[config.mk]
export PLATFORM = sky130hd
export DESIGN_NAME = pulse_meter_flat
export DESIGN_NICKNAME = d
export VERILOG_FILES = /design/src/rtl/pulse_meter_if.sv /design/src/rtl/pulse_meter.sv /design/src/flat_wrapper.sv
export SDC_FILE = /design/constraint.sdc
export NUM_CORES = 1
export LEC_CHECK = 0
export CAP_MARGIN = 20
export CORE_MARGIN = 5
export CORE_UTILIZATION = 30
export DETAILED_ROUTE_END_ITERATION = 6
export PLACE_DENSITY = 0.5
export SLEW_MARGIN = 20
export SYNTH_ARGS = -nofsm -noshare
export SYNTH_HDL_FRONTEND = slang
export SYNTH_SLANG_ARGS = --single-unit
export TNS_END_PERCENT = 5
[constraint.sdc]
create_clock -name clk -period 2.55 [get_ports clk]
set_input_delay 0.51 -clock clk [delete_from_list [all_inputs] [get_ports clk]]
set_output_delay 0.51 -clock clk [all_outputs]
set_load 0.03 [all_outputs]
[src/rtl/pulse_meter_if.sv]
// Result channel of pulse_meter: the measured period handed to the consumer
// under valid/ready flow control.
interface pulse_meter_if #(
    parameter int CNT_W = 32
);
    logic [CNT_W-1:0] period_o;
    logic             period_valid;
    logic             period_ready;

    modport master (
        output period_o,
        output period_valid,
        input  period_ready
    );

    modport slave (
        input  period_o,
        input  period_valid,
        output period_ready
    );
endinterface

[src/rtl/pulse_meter.sv]
// Heartbeat receiver: synchronises pulse_in, measures rise-to-rise period and flags stalls.
// Define PULSE_METER_AVG_EN to report a sliding mean of the last 4 periods instead of the raw one.
module pulse_meter #(
    parameter int CLK_HZ      = 27_000_000,
    parameter int MAX_PERIOD  = CLK_HZ / 5,
    parameter int CNT_W       = 32,
    parameter int SYNC_STAGES = 2
) (
    input  logic          clk,
    input  logic          rst,
    input  logic          pulse_in,
    output logic          pulse_lvl,
    pulse_meter_if.master result,
    output logic          timeout,
    output logic          overrun
);
    localparam logic [CNT_W-1:0] MAX_CNT = CNT_W'(MAX_PERIOD);
    localparam logic [CNT_W-1:0] CNT_ONE = {{(CNT_W-1){1'b0}}, 1'b1};

    typedef enum logic [1:0] {
        IDLE,
        MEASURE,
        STALE
    } state_t;

    state_t                 state;
    logic [CNT_W-1:0]       counter;
    logic [SYNC_STAGES-1:0] sync_q;
    logic                   synced_d;
    logic                   rise;
    logic                   capture;
    logic                   stall;
    logic                   new_result;
    logic [CNT_W-1:0]       result_val;

    assign pulse_lvl = sync_q[SYNC_STAGES-1];
    assign rise      = pulse_lvl & ~synced_d;
    assign capture   = rise && (state == MEASURE);
    assign stall     = (state == MEASURE) && !rise && (counter == MAX_CNT);

    always_ff @(posedge clk) begin
        if (rst) begin
            sync_q   <= '0;
            synced_d <= 1'b0;
        end else begin
            sync_q   <= {sync_q[SYNC_STAGES-2:0], pulse_in};
            synced_d <= sync_q[SYNC_STAGES-1];
        end
    end

`ifdef PULSE_METER_AVG_EN
    logic [CNT_W+1:0] acc;
    logic [CNT_W+1:0] acc_next;
    logic [CNT_W-1:0] hist [4];
    logic [2:0]       hist_cnt;

    // Running sum of the window: add the newest period, drop the oldest once 4 are held.
    always_comb begin
        acc_next = acc + {2'b00, counter};
        if (hist_cnt == 3'd4) begin
            acc_next = acc_next - {2'b00, hist[3]};
        end
    end

    assign new_result = capture && (hist_cnt >= 3'd3);
    assign result_val = CNT_W'(acc_next >> 2);

    always_ff @(posedge clk) begin
        if (rst) begin
            acc      <= '0;
            hist_cnt <= '0;
            for (int i = 0; i < 4; i++) begin
                hist[i] <= '0;
            end
        end else if (stall) begin
            acc      <= '0;
            hist_cnt <= '0;
        end else if (capture) begin
            acc     <= acc_next;
            hist[0] <= counter;
            hist[1] <= hist[0];
            hist[2] <= hist[1];
            hist[3] <= hist[2];
            if (hist_cnt != 3'd4) begin
                hist_cnt <= hist_cnt + 3'd1;
            end
        end
    end
`else
    assign new_result = capture;
    assign result_val = counter;
`endif

    // A rise in the same cycle as the timeout threshold counts as a valid period.
    always_ff @(posedge clk) begin
        if (rst) begin
            state                <= IDLE;
            counter              <= '0;
            timeout              <= 1'b0;
            overrun              <= 1'b0;
            result.period_o      <= '0;
            result.period_valid  <= 1'b0;
        end else begin
            case (state)
                IDLE: begin
                    if (rise) begin
                        counter <= CNT_ONE;
                        state   <= MEASURE;
                    end
                end
                MEASURE: begin
                    if (rise) begin
                        counter <= CNT_ONE;
                    end else if (stall) begin
                        timeout <= 1'b1;
                        state   <= STALE;
                    end else begin
                        counter <= counter + CNT_ONE;
                    end
                end
                STALE: begin
                    if (rise) begin
                        timeout <= 1'b0;
                        counter <= CNT_ONE;
                        state   <= MEASURE;
                    end
                end
                default: begin
                    state   <= IDLE;
                    counter <= '0;
                end
            endcase

            if (new_result) begin
                result.period_o     <= result_val;
                result.period_valid <= 1'b1;
                if (result.period_valid && !result.period_ready) begin
                    overrun <= 1'b1;
                end
            end else if (result.period_valid && result.period_ready) begin
                result.period_valid <= 1'b0;
            end
        end
    end
endmodule

[src/flat_wrapper.sv]
// flat-port wrapper written by rule: the top's interface ports become plain ports
module pulse_meter_flat 
#(
    parameter int CLK_HZ      = 27_000_000,
    parameter int MAX_PERIOD  = CLK_HZ / 5,
    parameter int CNT_W       = 32,
    parameter int SYNC_STAGES = 2
)
  (clk, rst, pulse_in, pulse_lvl, timeout, overrun, result_period_o, result_period_valid, result_period_ready);
  pulse_meter_if #(.CNT_W(CNT_W)) result_i ();
  input  logic clk;
  input  logic rst;
  input  logic pulse_in;
  output logic pulse_lvl;
  output logic timeout;
  output logic overrun;
  output wire logic [$bits(result_i.period_o)-1:0] result_period_o;
  output wire logic [$bits(result_i.period_valid)-1:0] result_period_valid;
  input wire logic [$bits(result_i.period_ready)-1:0] result_period_ready;
  assign result_period_o = result_i.period_o;
  assign result_period_valid = result_i.period_valid;
  assign result_i.period_ready = result_period_ready;
  pulse_meter #(.CLK_HZ(CLK_HZ), .MAX_PERIOD(MAX_PERIOD), .CNT_W(CNT_W), .SYNC_STAGES(SYNC_STAGES)) u_core (.clk(clk), .rst(rst), .pulse_in(pulse_in), .pulse_lvl(pulse_lvl), .result(result_i), .timeout(timeout), .overrun(overrun));
endmodule
==> flow_summary.yaml <==
outcome:
  status: "finished clean"
logic_synthesis:
  synth_area_leader_cell: "dfxtp_1"
  yosysWarnings: 0
  synthArstFlopShare_pct: 0
  synth_top_area_share_pct: 47.82
  yosys_most_used_dff: "dfxtp_1"
  syn_avg_cell_area_um2: 8.168
  synth.distinct_cells: 40
  synth_area_um2: 3014
  ys_ff_latch: 72
  syn_nets: 375
  ys_top_cells_by_area: "dfxtp_1 (48%), nand2_1 (9.3%), a21oi_1 (8.1%), nor2_1 (3.9%), nand4_1 (3.7%)"
  synth-seq-area-share_pct: 47.82
  syn_inst: 369
  synth_edf_count: 0
global_route:
  grt_start_max_net_pins: 35
  overflow: 0
  grt_pass1_vias: 2562
  grt_pass1_wl_mm: 12.65
  grt_use_total_pct: 13.40
  grt_antenna_before_repair: 0
sta:
  period_minus_slack_ns: 1.986
  whs_ns: 0.4483
  fin_worst_skew_ns: 0.008044
  hold_viol: 0
  tns_ns: 0
  rsz0062_at_grt: "no"
  fmax_mhz: 503.4
  worst_slack_ns: 0.5636
  tightest_slew_ns: 0.6863
  report.final.setup_viol: 0
  slew_headroom_pct: 54.25
  fin_crit_sh_pct: 77.90
  drv_slew: 0
cts:
  post-cts-setup-buffers: 0
  cts_made_buffers: 9
  cts_root_buffer: "clkbuf_8"
  cts_tree: "built"
  clock_tree.buffer_depth: 2
  cts_htree_levels: 3
  clkTransAtPathRegs_ns: 0.07
  cts_resized: 0
  ctsHoldBuffers: 0
  clock-sinks: 72
  clock_latency_ns: 0.35
power_and_ir_drop:
  clkPwrFrac_pct: 46.9
  p_sw_share_pct: 20.86
  p_int_mw: 1.793
  p_leak_nw: 1.239
  max-vdd-ir-drop_v: 0.0002255
  p_comb_share_pct: 3.0
  p_seq_share_pct: 50.1
  p_switching_mw: 0.4726
  p_per_area_nw_per_um2: 594.4
critical_path:
  critPathMaxFanout: 7
  ff2ff_setup_slack_ns: 0.56
  crit_type: "reg -> reg"
  rr_startpoint: "u_core.counter[3]"
  arrival_ns: 2.26
  required_ns: 2.83
  endpoint_kind: "flip-flop"
  r2r_end: "u_core.counter[15]"
  start_kind: "flip-flop"
  worstRegToRegCells: 5
min_path:
  min_to: "u_core.sync_q[1]"
  hold_path_startpoint: "u_core.sync_q[0]"
  holdPathStages: 1
  hp-class: "reg -> reg"
floorplanning:
  fp.coreArea_um2: 9774
  rows: 36
  start_util_pct: 30.84
  die_area_um2: 12150
  die_width_um: 110.2
  die_y_um: 110.2
  io_pins: 40
final_layout:
  area_growth_pct: 26.48
  diodes: 0
  drive_gt1_share_pct: 9.639
  seq_area_um2: 1441
  layout.cells.non_filler: 548
  multi_input_area_um2: 1464
  nFillCells: 1050
  mostFrequentLayoutCell: "nand2_1"
  final_cell_mix: "nand2_1 (75), dfxtp_1 (72), a21oi_1 (49)"
  stdcell_area_um2: 3812
  final_nets: 416
placed_design:
  place_ws_ns: 0.5957
  dp_cells: 532
  dp_hpwl_mm: 5.158
  port_buffers: 39
  placed_area_um2: 3578
  globalplace.congestion: 0.8692
route:
  drt_iter0_drc: 134
  wl_per_cell_um: 13.39
  drc_errors: 0
  routed_via_density: 4.849
  antenna_left: 0
  postRouteWirelength_mm: 7.338
  dr.pass1.iters: 4
  via_count: 2657
run:
  drv_cap: 0
## worst max-delay path by stage
stage	to	from	cells after the start
CTS	u_core.counter[15]	u_core.counter[3]	5
global placement	u_core.counter[15]	u_core.counter[3]	5
global route	u_core.counter[28]	u_core.counter[2]	5
finish	u_core.counter[15]	u_core.counter[3]	5
detailed placement	u_core.counter[15]	u_core.counter[3]	5
floorplan	u_core.counter[14]	u_core.sync_q[1]	6
## through the flow
step                util (%)  power (mW)
floorplan                  -       1.203
global placement       36.61       1.229
detailed placement     36.61       1.230
CTS                    39.00       2.302
global route           39.00       2.367
finish                 39.00       2.266
## worst max-delay path, cell delays in order (launching register included)
cell and delay [ns]:
dfxtp_1 0.51, nand4_2 0.16, or2_4 0.30, or3_4 0.34, or4_1 0.47, a21oi_1 0.14
## area by class of cell
cell class / instances / area share (%)
repair buffers: 51 / 12.60
multi-input cells: 269 / 38.40
well taps: 133 / 4.365
clock buffers: 9 / 3.249
clock inverters: 7 / 2.888
flip-flops and latches: 72 / 37.81
inverters: 7 / 0.6892
## synth_stat cells, drive strengths merged (5+ instances only)
cell     n
inv      7
nor4     5
nor2b    5
or3     11
clkbuf  16
a21oi   49
dfxtp   72
nand3   10
nor2    31
nand4   20
buf      5
nand2   75
xor2    12
xnor2    7
o21ai   11
## kinds of logic (layout without fill, tap and decap cells)
family	count (synthesis)	in the layout	synth area share (%)
buffers and inverters	28	74	3.695
DFF	72	72	47.82
adders and majority gates	2	2	0.8301
muxes	1	1	0.3321
xor gates and xnor gates	19	19	5.521
and+or+nand+nor	180	180	29.76
AOI/OAI and AO/OA	67	67	12.04
## power by group through the flow
stage               combinational [mW]  sequential (mW)  clock [mW]
floorplan                       0.0420             1.16           0
global placement                0.0683             1.16           0
detailed placement              0.0692             1.16           0
CTS                             0.0694             1.13        1.10
global route                    0.0757             1.14        1.16
finish                          0.0679             1.14        1.06
## sequential cells by signal, summed over array words and instances (netlist names)
signal,flops
u_core.overrun,1
u_core.timeout,1
u_core.result.period_valid,1
u_core.synced_d,1
u_core.result.period_o,32
u_core.sync_q,2
u_core.counter,32
u_core.state,2
## layer usage
| layer | track usage [%] | wire (um) |
|---|---|---|
| met1 | 17.97 | 3616 |
| met3 | 4.135 | 357 |
| met4 | 5.277 | 116 |
| met2 | 20.10 | 3247 |
| met5 | 0 | 0 |
No activity file was read; power rests on OpenSTA's default activity.
